File: src/rtl/muldiv_pkg.sv
// Shared types for the iterative RV32M multiply/divide unit.
package muldiv_pkg;

  localparam int XLEN_DEF = 32;
  localparam int CNT_W    = $clog2(XLEN_DEF);

  typedef enum logic [2:0] {
    OP_MUL    = 3'd0,
    OP_MULH   = 3'd1,
    OP_MULHSU = 3'd2,
    OP_MULHU  = 3'd3,
    OP_DIV    = 3'd4,
    OP_DIVU   = 3'd5,
    OP_REM    = 3'd6,
    OP_REMU   = 3'd7
  } op_t;

  typedef enum logic [1:0] {
    IDLE = 2'd0,
    CALC = 2'd1,
    DONE = 2'd2
  } state_t;

  function automatic logic is_div(input op_t op);
    return op[2];
  endfunction

endpackage

File: src/rtl/muldiv_signfix.sv
// Conditional two's-complement negate, used for operand magnitudes and result sign fixup.
module muldiv_signfix #(
  parameter int W = 32
) (
  input  logic         neg_i,
  input  logic [W-1:0] val_i,
  output logic [W-1:0] val_o
);

  assign val_o = neg_i ? (~val_i + W'(1)) : val_i;

endmodule

File: src/rtl/muldiv_unit.sv
// Iterative RV32M multiply/divide unit: shift-add multiply and restoring divide, one bit per cycle.
module muldiv_unit
  import muldiv_pkg::*;
#(
  parameter int XLEN = XLEN_DEF
) (
  input  logic            clk,
  input  logic            rst,
  input  logic            req_valid,
  input  logic [2:0]      req_op,
  input  logic [XLEN-1:0] dataA,
  input  logic [XLEN-1:0] dataB,
  output logic            req_ready,
  output logic            busy,
  output logic            resp_valid,
  output logic [XLEN-1:0] result
);

  localparam int CW = $clog2(XLEN);

  state_t              state_q, state_d;
  op_t                 op_q, op_d;
  logic                neg_q, neg_d;
  logic                special_q, special_d;
  logic [CW-1:0]       cnt_q, cnt_d;
  logic [XLEN-1:0]     b_q, b_d;
  logic [2*XLEN-1:0]   acc_q, acc_d;
  logic                resp_valid_q, resp_valid_d;
  logic [XLEN-1:0]     result_q, result_d;

  op_t                 op_in;
  logic                sa, sb, div_zero, div_ovf;
  logic [XLEN-1:0]     mag_a, mag_b, spec_res;
  logic [XLEN:0]       mul_sum, div_trial, div_diff;
  logic                div_ge;
  logic [2*XLEN-1:0]   mul_next, div_next, res_raw, res_fixed;
  logic [XLEN-1:0]     res_word;

  assign op_in = op_t'(req_op);
  assign sa = dataA[XLEN-1] & (op_in inside {OP_MUL, OP_MULH, OP_MULHSU, OP_DIV, OP_REM});
  assign sb = dataB[XLEN-1] & (op_in inside {OP_MUL, OP_MULH, OP_DIV, OP_REM});
  assign div_zero = is_div(op_in) && (dataB == '0);
  assign div_ovf  = (op_in inside {OP_DIV, OP_REM}) &&
                    (dataA == {1'b1, {(XLEN-1){1'b0}}}) && (dataB == '1);
  // op[1] distinguishes REM/REMU from DIV/DIVU
  assign spec_res = div_zero ? (op_in[1] ? dataA : '1) : (op_in[1] ? '0 : dataA);

  muldiv_signfix #(.W(XLEN)) u_fix_a (.neg_i(sa), .val_i(dataA), .val_o(mag_a));
  muldiv_signfix #(.W(XLEN)) u_fix_b (.neg_i(sb), .val_i(dataB), .val_o(mag_b));

  // Multiply: multiplier sits in the low half and shifts out as partial sums shift in.
  assign mul_sum  = {1'b0, acc_q[2*XLEN-1:XLEN]} + (acc_q[0] ? {1'b0, b_q} : '0);
  assign mul_next = {mul_sum, acc_q[XLEN-1:1]};

  // Divide: high half is the partial remainder, low half the dividend turning into the quotient.
  assign div_trial = acc_q[2*XLEN-1:XLEN-1];
  assign div_diff  = div_trial - {1'b0, b_q};
  assign div_ge    = ~div_diff[XLEN];
  assign div_next  = {(div_ge ? div_diff[XLEN-1:0] : div_trial[XLEN-1:0]),
                      acc_q[XLEN-2:0], div_ge};

  always_comb begin
    res_raw = acc_q;
    if (is_div(op_q)) begin
      res_raw = op_q[1] ? {{XLEN{1'b0}}, acc_q[2*XLEN-1:XLEN]}
                        : {{XLEN{1'b0}}, acc_q[XLEN-1:0]};
    end
  end

  muldiv_signfix #(.W(2*XLEN)) u_fix_res (.neg_i(neg_q), .val_i(res_raw), .val_o(res_fixed));

  always_comb begin
    res_word = res_fixed[XLEN-1:0];
    if (special_q) begin
      res_word = acc_q[XLEN-1:0];
    end else if (op_q inside {OP_MULH, OP_MULHSU, OP_MULHU}) begin
      res_word = res_fixed[2*XLEN-1:XLEN];
    end
  end

  always_comb begin
    state_d      = state_q;
    op_d         = op_q;
    neg_d        = neg_q;
    special_d    = special_q;
    cnt_d        = cnt_q;
    b_d          = b_q;
    acc_d        = acc_q;
    resp_valid_d = 1'b0;
    result_d     = result_q;
    case (state_q)
      IDLE: begin
        if (req_valid) begin
          op_d  = op_in;
          neg_d = (is_div(op_in) && op_in[1]) ? sa : (sa ^ sb);
          if (div_zero || div_ovf) begin
            special_d = 1'b1;
            acc_d     = {{XLEN{1'b0}}, spec_res};
            state_d   = DONE;
          end else begin
            special_d = 1'b0;
            acc_d     = {{XLEN{1'b0}}, mag_a};
            b_d       = mag_b;
            cnt_d     = CW'(XLEN-1);
            state_d   = CALC;
          end
        end
      end
      CALC: begin
        acc_d = is_div(op_q) ? div_next : mul_next;
        if (cnt_q == '0) begin
          state_d = DONE;
        end else begin
          cnt_d = cnt_q - CW'(1);
        end
      end
      DONE: begin
        result_d     = res_word;
        resp_valid_d = 1'b1;
        state_d      = IDLE;
      end
      default: state_d = IDLE;
    endcase
  end

  always_ff @(posedge clk or posedge rst) begin
    if (rst) begin
      state_q      <= IDLE;
      op_q         <= OP_MUL;
      neg_q        <= 1'b0;
      special_q    <= 1'b0;
      cnt_q        <= '0;
      b_q          <= '0;
      acc_q        <= '0;
      resp_valid_q <= 1'b0;
      result_q     <= '0;
    end else begin
      state_q      <= state_d;
      op_q         <= op_d;
      neg_q        <= neg_d;
      special_q    <= special_d;
      cnt_q        <= cnt_d;
      b_q          <= b_d;
      acc_q        <= acc_d;
      resp_valid_q <= resp_valid_d;
      result_q     <= result_d;
    end
  end

  assign req_ready  = (state_q == IDLE);
  assign busy       = (state_q != IDLE);
  assign resp_valid = resp_valid_q;
  assign result     = result_q;

endmodule

File: config.mk
export PLATFORM = sky130hd
export DESIGN_NAME = muldiv_unit
export DESIGN_NICKNAME = d
export VERILOG_FILES = /design/src/rtl/muldiv_pkg.sv /design/src/rtl/muldiv_signfix.sv /design/src/rtl/muldiv_unit.sv
export SDC_FILE = /design/constraint.sdc
export NUM_CORES = 1
export LEC_CHECK = 0
export ABC_CLOCK_PERIOD_IN_PS = 6700
export CAP_MARGIN = 20
export CORE_ASPECT_RATIO = 0.5
export CORE_MARGIN = 1
export CORE_UTILIZATION = 45
export DETAILED_ROUTE_END_ITERATION = 10
export GPL_TIMING_DRIVEN = 0
export PLACE_DENSITY = 0.74
export SETUP_SLACK_MARGIN = 0.2
export SYNTH_ARGS = -nofsm -noshare
export SYNTH_HDL_FRONTEND = slang
export SYNTH_SLANG_ARGS = --single-unit
File: constraint.sdc
create_clock -name clk -period 6.7 [get_ports clk]
set_input_delay 1.34 -clock clk [delete_from_list [all_inputs] [get_ports clk]]
set_output_delay 1.34 -clock clk [all_outputs]
set_load 0.05 [all_outputs]
After elaboration in Yosys (flattened, before gate mapping)
Cells that the tools add are included.
{"block": "word_totals", "mem_count": 0, "out_inout_bits": 35, "latchBits": 0, "romBits": 0, "reg_bits": 141, "elab_cells": 85, "ram_bits": 0, "input_bits": 70}
{"block": "classes", "div": 0, "n_mux": 27, "n_eq_ne": 15, "n_reduce_logical": 20, "n_mul": 0, "add_sub_neg": 6, "shifts": 0, "n_bitwise": 8, "order_cmp": 0}
{"operator": "2-to-1 mux 32 bit", "n": 11}
{"operator": "2-to-1 mux 64 bit", "n": 4}
{"operator": "case mux 64 bit (2 select lines)", "n": 1}
{"operator": "adder 32 x 1 -> 32 bit, second input constant", "n": 2}
{"operator": "adder 64 x 1 -> 64 bit, second input constant", "n": 1}
{"operator": "== test 32 bit, second input constant", "n": 2}
{"operator": "NOT 32 bit", "n": 2}
{"operator": "NOT 64 bit", "n": 1}
{"operator": "adder 32 x 32 -> 33 bit", "n": 1}
{"operator": "subtractor 33 x 32 -> 33 bit", "n": 1}
{"operator": "logical NOT 32 bit", "n": 1}
{"operator": "2-to-1 mux 5 bit", "n": 3}
{"operator": "case mux 5 bit (2 select lines)", "n": 1}
{"operator": "== test 3 x 2 -> 1 bit, second input constant", "n": 3}
{"operator": "!= test 2 bit, second input constant", "n": 4}
{"operator": "== test 3 x 1 -> 1 bit, second input constant", "n": 2}
{"operator": "== test 3 bit, second input constant", "n": 2}
{"operator": "2-to-1 mux 2 bit", "n": 3}
{"operator": "AND reduction 2 bit", "n": 3}
{"operator": "nonzero test 2 bit", "n": 3}
{"operator": "logical NOT 5 bit", "n": 1}
{"operator": "nonzero test 5 bit", "n": 1}
{"operator": "subtractor 5 x 1 -> 5 bit, second input constant", "n": 1}
{"operator": "logical AND 1 bit", "n": 4}
{"operator": "14 further kinds", "n": 18}

Logic depth before layout (Yosys ltp)
Gate-level depths: netlist of run 1.
{"block": "logic_depth", "ltp_word": 8, "ltp_mapped": 17, "mapped_depth_nobuf": 13}

Hierarchy
From an unflattened synthesis of run 1, not the netlist that was laid out.
{"block": "unflattened", "hier_cells": 1857, "area_unflattened_um2": 15503.6}
{"mod": "muldiv_unit", "area_each_um2": 12300.5, "cells_per_inst": 1453, "seq_area_each_um2": 3528.4, "instances": 1}
{"mod": "muldiv_signfix (u_fix_res)", "area_each_um2": 1649.1, "cells_per_inst": 206, "seq_area_each_um2": 0.0, "instances": 1}
{"mod": "muldiv_signfix (u_fix_a ...)", "area_each_um2": 777.0, "cells_per_inst": 99, "seq_area_each_um2": 0.0, "instances": 2}

Least setup slack after synthesis of run 1
No wires, ideal clock.
{"block": "synth_timing", "path_kind": "reg-to-reg", "startpoint": "register op_q[1]", "endpoint": "register result_q[30], in the netlist result[30]", "required_ns": 6.569, "setup_ns": 0.131, "t_arrival_ns": 4.009, "stages_incl_launch_ff": 18, "n_path_buf": 5, "period_less_slack_ns": 4.140, "path_slack_ns": 2.560, "path_cell_list": "dfrtp_1 buf_2 buf_4 nand2_1 clkbuf_1 clkbuf_1 mux2i_1 ha_1 inv_1 a211oi_2 nand4_2 or4_1 buf_2 o41ai_2 nand2_1 xor2_1 mux2i_1 o21ai_1"}
{"block": "synth_via", "elab_chain_len": 7, "word_cells_on_any_way": 11, "classes_between": "add/sub (1); eq/ne (3); mux (5); bitwise (1); reduce/logical (1)"}
{"item": "from (decl)", "line": "muldiv_unit.sv:22", "source": "op_t op_q, op_d;"}
{"item": "from (signal assigned)", "line": "muldiv_unit.sv:139", "source": "op_q <= op_d;"}
{"item": "2-to-1 mux 32 bit", "line": "muldiv_unit.sv:65", "source": "res_raw = op_q[1] ? {{XLEN{1'b0}}, acc_q[2*XLEN-1:XLEN]}"}
{"item": "2-to-1 mux 64 bit", "line": "muldiv_unit.sv:64", "source": "if (is_div(op_q)) begin"}
{"item": "NOT 64 bit", "line": "muldiv_signfix.sv:10", "source": "assign val_o = neg_i ? (~val_i + W'(1)) : val_i;"}
{"item": "adder 64 x 1 -> 64 bit", "line": "muldiv_signfix.sv:10"}
{"item": "2-to-1 mux 64 bit", "line": "muldiv_signfix.sv:10"}
{"item": "2-to-1 mux 32 bit *", "line": "muldiv_unit.sv:76", "source": "end else if (op_q inside {OP_MULH, OP_MULHSU, OP_MULHU}) begin"}
{"item": "2-to-1 mux 32 bit *", "line": "muldiv_unit.sv:74", "source": "if (special_q) begin"}
{"item": "to (signal assigned)", "line": "muldiv_unit.sv:146", "source": "result_q <= result_d;"}
{"item": "to (decl)", "line": "muldiv_unit.sv:29", "source": "logic [XLEN-1:0] result_q, result_d;"}
Mark *: on every way between the ends. The rest lies on a longest branch, timed or not.
A chain may end at the register's enable or synchronous reset.

Final worst setup path of run 1
{"block": "layout_timing", "startpoint": "register op_q[2]", "endpoint": "register result_q[28], in the netlist result[28]"}
{"block": "layout_via", "elab_chain_len": 6, "word_cells_on_any_way": 10, "classes_between": "add/sub (1); eq/ne (3); mux (4); bitwise (1); reduce/logical (1)"}
{"item": "2-to-1 mux 64 bit", "line": "muldiv_unit.sv:64"}
{"item": "NOT 64 bit", "line": "muldiv_signfix.sv:10"}
{"item": "adder 64 x 1 -> 64 bit", "line": "muldiv_signfix.sv:10"}
{"item": "2-to-1 mux 64 bit", "line": "muldiv_signfix.sv:10"}
{"item": "2-to-1 mux 32 bit *", "line": "muldiv_unit.sv:76"}
{"item": "2-to-1 mux 32 bit *", "line": "muldiv_unit.sv:74"}
Marked as above.

==> results of run 1 <==
## synthesized netlist by cell type, types with 13 or more instances
cell type | number | area, µm²
ha_1 | 70 | 876
nor4_1 | 17 | 106
a211oi_1 | 27 | 203
o22ai_1 | 21 | 131
nand4_1 | 22 | 138
o21ai_1 | 14 | 70.1
mux2_2 | 15 | 169
clkbuf_1 | 122 | 458
nand3_1 | 46 | 230
or3_1 | 25 | 156
nor2_1 | 143 | 537
a31oi_1 | 21 | 131
and3_1 | 17 | 106
xor2_1 | 59 | 517
xnor2_1 | 63 | 552
o31ai_1 | 27 | 203
a21o_1 | 30 | 225
inv_1 | 73 | 274
dfrtp_1 | 141 | 3530
mux2i_1 | 49 | 490
a22oi_1 | 21 | 158
o21a_1 | 18 | 135
and2_1 | 48 | 300
a221o_1 | 13 | 130
nand2_1 | 202 | 758
or4_1 | 13 | 97.6
o221ai_1 | 17 | 149
a21oi_1 | 160 | 801
o21ai_0 | 218 | 1090
a221oi_1 | 17 | 149
nand2b_1 | 15 | 93.8
nor3_1 | 45 | 225
## cell families after synthesis
family / after synthesis / synth area share
AOI/OAI and AO/OA: 719 / 0.310
xor gates and xnor gates: 122 / 0.0723
adders and majority gates: 72 / 0.0619
buffers and inverters: 214 / 0.0561
muxes: 65 / 0.0455
DFF: 141 / 0.239
and+or+nand+nor: 648 / 0.216
## what timing repair did
action / 4_1_cts / 5_1_grt
endpoints found under the setup margin: 0 / 1
setup buffers: 0 / 0
endpoints found under the hold margin: 0 / 0
gates resized for setup: 0 / 2
## routing by layer
| layer | track usage | vias to the layer above |
|---|---|---|
| li1 | - | 7596 |
| met1 | 0.591 | 8345 |
| met2 | 0.538 | 1132 |
| met3 | 0.133 | 127 |
| met4 | 0.120 | 0 |
| met5 | 0 | - |
## path summary, 6_finish.rpt
check | startpoint | end | slack, ns | depth (start not counted)
hold reg to reg | result[9]$_DFFE_PP0P_ | result[9]$_DFFE_PP0P_ | 0.49 | 2
setup / recovery | op_q[2]$_DFFE_PP0P_ | result[28]$_DFFE_PP0P_ | 0.48 | 15
min in group asynchronous | rst | result[2]$_DFFE_PP0P_ | 1.36 | 2
max in group asynchronous | rst | acc_q[57]$_DFFE_PP0P_ | 4.43 | 3
hold / removal | result[9]$_DFFE_PP0P_ | result[9]$_DFFE_PP0P_ | 0.49 | 2
setup reg to reg | op_q[2]$_DFFE_PP0P_ | result[28]$_DFFE_PP0P_ | 0.48 | 15
## report_power, final
part | internal (W) | switching, W | total [W]
sequential | 0.00124 | 0.000547 | 0.00179
clock | 0.000653 | 0.000427 | 0.00108
combinational | 0.00248 | 0.00484 | 0.00732
## cell type report
type / instances / share of cell area
multi-input combinational: 1626 / 0.612
tap: 432 / 0.0317
clock buffer: 22 / 0.0278
inverter: 73 / 0.0164
clock inverter: 10 / 0.00940
antenna: 1 / 0.000147
sequential: 141 / 0.207
timing repair buffer: 105 / 0.0626
buffer: 141 / 0.0327
## critical path: stages, from the launching register on
cell	delay, ns
dfrtp_1	0.48
buf_4	0.23
buf_2	0.22
nand2_1	0.32
clkbuf_2	0.44
clkbuf_1	0.58
mux2i_1	0.27
ha_1	0.19
inv_1	0.05
a211oi_2	0.39
nand4_2	0.43
or4_1	0.74
nor3_1	0.73
o21ai_0	0.33
o32ai_1	0.51
o31ai_1	0.14
## metrics by stage
step | util | area (µm²) | setup TNS [ns]
4_1_cts | 0.532 | 17000 | 0
6_report | 0.532 | 17000 | 0
3_3_place_gp | 0.511 | 16400 | -110.92
2_1_floorplan | - | 14800 | 0
5_1_grt | 0.532 | 17000 | 0
3_5_place_dp | 0.513 | 16400 | 0
## sequential cells by signal (all words and copies together), names as in the netlist
register	flops
acc_q	64
b_q	32
cnt_q	5
neg_q	1
op_q	3
resp_valid	1
result	32
special_q	1
state_q	2
==> out/qor.txt, run 1 <==
Worst Skew -> 0.0162 ns
Pwr/cell area -> 598 nW/µm²
Mean Syn Cell Area -> 7.47 µm²
Antenna violations before repair -> 0
Total die area -> 33,600 µm²
GR Util All Layers -> 0.400
Multi-input logic area -> 10,400 µm²
Later-pin clock latency in the skew report -> 0.46 ns
Number of cell rows -> 46
Routed wl met3 -> 9260 µm
Post-layout min period -> 6.22 ns
F_max -> 161 MHz
Register area -> 3530 µm²
Die width -> 258 µm
Pre-CTS setup slack -> 0.559 ns
Maximum VDD drop -> 281 µV
Routed vias -> 17,200
Core area -> 32,000 µm²
Final setup viols -> 0
Final net count -> 2,247
RePlAce Congestion -> 1.07
Placed insts -> 2,518
Total CTS buffers -> 17
Met2 WL -> 26,400 µm
Worst-path fanout max -> 10
Mapped cell area -> 14,800 µm²
Pre-antenna DRT Iters -> 8
Post-synth cell types -> 85
Root Driver -> clkbuf_16
Outcome -> finished, final reports clean
Largest net degree at the start of global routing -> 80
Final ANT Viol Nets -> 0
Worst Setup Slack, final -> 0.479 ns
CTS max path bufs -> 2
CTS H-Tree Depth -> 4
Drt drc -> 0
Layout cells sized above 1 -> 0.0382
Die Y -> 130 µm
P_leak -> 6.93 nW
Yosys warning count -> 0
Critical path startpoint category -> register
I/O Pins -> 105
Area delta synth->final -> 15.2%
Most common cell after layout, fill and taps aside -> o21ai_0
Tcrit/Tclk final -> 0.929
Num Clock Sinks -> 141
Max_cap viols -> 0
WP data arrival -> 6.52 ns
Post-synth EDFFs -> 0
Tot Pwr -> 0.0102 W
Worst EP required -> 7.00 ns
Synth Flop Type -> dfrtp_1
Slew HR -> 0.196
Setup CP Type -> register to register
Slew @ Worst Pin -> 1.19 ns
Fin. Hold Viols -> 0
GRT overflow -> 0
Vias per cell -> 6.74
Vias in the first global route -> 15,200
Routed WL -> 68,500 µm
Post-synthesis sequential area ratio -> 0.239
FILL cells -> 3,176
WL met1 -> 31,000 µm
CP endpoint kind -> register
Initial Util -> 0.462
RSZ-0062 raised after global routing -> no
HPWL after DPL -> 53,600 µm
DRT iter0 DRCs -> 2,434
Mapped Cells -> 1,981
Clock slew at reported path FFs -> 0.07 ns
Global-route wire length before repair -> 99,400 µm
Async set-reset flop share out of synthesis -> 1.00
Most frequent cells in the layout -> 218 x o21ai_0, 202 x nand2_1, 160 x a21oi_1
Avg WL per Cell -> 26.8 µm
CTS tree -> built
#FFs+latches synth -> 141
Cts hold-fix bufs -> 0
Slew Limit Fails -> 0
Final Non-Filler Cells -> 2,551
# port buffers -> 103
Uppermost layer routed -> met4
Mapped Nets -> 2,123
Worst hold slack -> 0.489 ns
Hold crit path type -> register to register
Note: power is estimated with default switching activity, not from simulation.
==> run 2, diff against run 1 <==
==> constraint.sdc (replaced) <==
create_clock -name clk -period 6.7 [get_ports clk]
set_input_delay 1.34 -clock clk [delete_from_list [all_inputs] [get_ports clk]]
set_output_delay 1.34 -clock clk [all_outputs]
set_load 0.1 [all_outputs]
==> results of run 2 <==
The final DEF is identical to that of run 1. Status: finished, final reports clean.
Among the figures that moved: total power 0.0102 W -> 0.0106 W; worst IR drop on VDD 281 µV -> 376 µV
==> run 3, diff against run 2 <==
--- a/config.mk
+++ b/config.mk
@@ -11,9 +11,7 @@
 export CORE_MARGIN = 1
 export CORE_UTILIZATION = 45
 export DETAILED_ROUTE_END_ITERATION = 10
-export GPL_TIMING_DRIVEN = 0
 export PLACE_DENSITY = 0.74
-export SETUP_SLACK_MARGIN = 0.2
 export SYNTH_ARGS = -nofsm -noshare
 export SYNTH_HDL_FRONTEND = slang
 export SYNTH_SLANG_ARGS = --single-unit
==> run 3 against run 2 <==
Non-clock buffer count fell by 115. Utilization fell by 1.1 points. Sequential share of layout area up 0.47 points. Critical path type is now input pin to register. Critical endpoint is now cnt_q[4]$_DFFE_PP0P_.
==> out/qor.txt, run 3 (synthesized netlist as in run 1, its figures left out) <==
Outcome -> finished, final reports clean
Layout cells sized above 1 -> 0.0509 (+0.0127)
Vias in the first global route -> 14,400 (-5.4%)
Most frequent cells in the layout -> 218 x o21ai_0, 202 x nand2_1, 160 x a21oi_1
Post-layout min period -> 4.79 ns (-1.43 ns)
Die width -> 258 µm (unchanged)
Cts repair resizes -> 0 (unchanged)
Tcrit/Tclk final -> 0.716 (-0.213)
Total die area -> 33,600 µm² (unchanged)
Most common cell after layout, fill and taps aside -> o21ai_0
CTS max path bufs -> 2 (unchanged)
Maximum VDD drop -> 353 µV
Core area -> 32,000 µm² (unchanged)
Worst-path fanout max -> 9 (-1)
Clock power share -> 0.105
WP data arrival -> 5.12 ns (-1.40 ns)
Diode count -> 0 (-1)
Num Clock Sinks -> 141 (unchanged)
Later-pin clock latency in the skew report -> 0.47 ns (about the same)
Internal Power -> 0.00426 W
Global-route wire length before repair -> 81,600 µm (-18%)
Cts hold-fix bufs -> 0 (unchanged)
TNS Setup -> 0 ns (unchanged)
Total CTS buffers -> 17 (unchanged)
Final Non-Filler Cells -> 2,434 (-4.6%)
# port buffers -> 104 (+0.97%)
CTS H-Tree Depth -> 4 (unchanged)
CP endpoint kind -> register
Hold crit path type -> register to register
Placed insts -> 2,403 (-4.6%)
Routed WL -> 52,800 µm (-23%)
HPWL after DPL -> 38,600 µm (-28%)
GR Util All Layers -> 0.312 (-0.0885)
Routed vias -> 15,900 (-7.8%)
CTS tree -> built
Worst EP required -> 7.02 ns (+0.02 ns)
Fin. Hold Viols -> 0 (unchanged)
Pwr/cell area -> 582 nW/µm²
Clock slew at reported path FFs -> 0.07 ns (about the same)
Vias per cell -> 6.51 (-3.4%)
Register with the most flip-flops -> acc_q
Slew HR -> 0.303 (+0.107)
Largest net degree at the start of global routing -> 90 (+13%)
Critical path startpoint category -> input pin
Max reg flops -> 64 (unchanged)
F_max -> 209 MHz (+30%)
Sw frac -> 0.561
Final ANT Viol Nets -> 0 (unchanged)
FILL cells -> 3,064 (-3.5%)
Pre-antenna DRT Iters -> 7 (-1)
Net switching power -> 0.00544 W
GRT overflow -> 0 (unchanged)
Root Driver -> clkbuf_16
RSZ-0062 raised after global routing -> no
Design area -> 16,700 µm² (-2.1%)
Number of cell rows -> 46 (unchanged)
Max_cap viols -> 0 (unchanged)
Post-Place Cell Area -> 16,100 µm² (-2.0%)
Final setup viols -> 0 (unchanged)
Avg WL per Cell -> 21.7 µm (-19%)
Post-CTS Setup Inserts -> 0 (unchanged)
Slew @ Worst Pin -> 1.05 ns (-0.144 ns)
Flop pwr share -> 0.210
Worst Skew -> 0.0102 ns (-0.00602 ns)
Area delta synth->final -> 12.7%
Drt drc -> 0 (unchanged)
Final net count -> 2,132 (-5.1%)
I/O Pins -> 105 (unchanged)
DRT iter0 DRCs -> 1,960 (-19%)
P_leak -> 6.82 nW (-1.6%)
Slew Limit Fails -> 0 (unchanged)
RePlAce Congestion -> 0.990 (-7.7%)
Initial Util -> 0.462 (unchanged)
Comb pwr share -> 0.684
Antenna violations before repair -> 0 (unchanged)
Die Y -> 130 µm (unchanged)
Setup CP Type -> input pin to register
## run 3: worst paths after layout
| kind | end | cells after the start | startpoint | slack [ns] |
|---|---|---|---|---|
| setup / recovery | cnt_q[4]$_DFFE_PP0P_ | 9 | dataA[13] | 1.91 |
| hold / removal | result[9]$_DFFE_PP0P_ | 2 | result[9]$_DFFE_PP0P_ | 0.48 |
| setup reg to reg | result[28]$_DFFE_PP0P_ | 9 | op_q[2]$_DFFE_PP0P_ | 1.96 |
| hold reg to reg | result[9]$_DFFE_PP0P_ | 2 | result[9]$_DFFE_PP0P_ | 0.48 |
| max in group asynchronous | b_q[14]$_DFFE_PP0P_ | 3 | rst | 4.14 |
| min in group asynchronous | result[27]$_DFFE_PP0P_ | 2 | rst | 1.34 |
## run 3: power groups by stage
stage          clock network, W  logic, W  registers, W
3_3_place_gp                  0   0.00638       0.00200
6_report                0.00102   0.00664       0.00204
4_1_cts                 0.00103   0.00651       0.00199
2_1_floorplan                 0   0.00459       0.00216
3_5_place_dp                  0   0.00646       0.00200
5_1_grt                 0.00106   0.00719       0.00207
## run 3: area by class of cell
cell class / instances / area [µm²] / area share
Clock buffer: 18 / 439 / 0.0263
Clock inverter: 13 / 166 / 0.00998
Inverter: 73 / 279 / 0.0167
Multi-Input combinational cell: 1626 / 10500 / 0.628
Sequential cell: 141 / 3530 / 0.212
Tap cell: 432 / 541 / 0.0324
Timing Repair Buffer: 131 / 1240 / 0.0746
## run 3: routing by layer
| metal | share of wire | GRT usage | vias up |
|---|---|---|---|
| met3 | 0.11 | 0.0835 | 147 |
| met5 | 0 | 0 | - |
| li1 | - | - | 7347 |
| met2 | 0.42 | 0.463 | 844 |
| met1 | 0.43 | 0.428 | 7514 |
| met4 | 0.035 | 0.127 | 0 |
## run 3: stage by stage
stage	power [W]	util	hold WS [ns]	setup slack, ns
floorplan	0.00675	-	0.463	1.58
global placement	0.00838	0.502	0.461	1.76
detailed placement	0.00847	0.502	0.471	1.66
CTS	0.00953	0.521	0.483	2.10
global route	0.0103	0.521	0.515	1.71
finish	0.00970	0.521	0.480	1.91
## run 3: worst max-delay path, stage by stage
cell and delay, ns:
clkdlybuf4s50_1 0.48, or4_1 0.61, nor4_1 0.65, nand4_1 0.46
o21ai_1 0.80, a21oi_1 0.38, nand3_1 0.20, xnor2_1 0.13
nand2_1 0.06
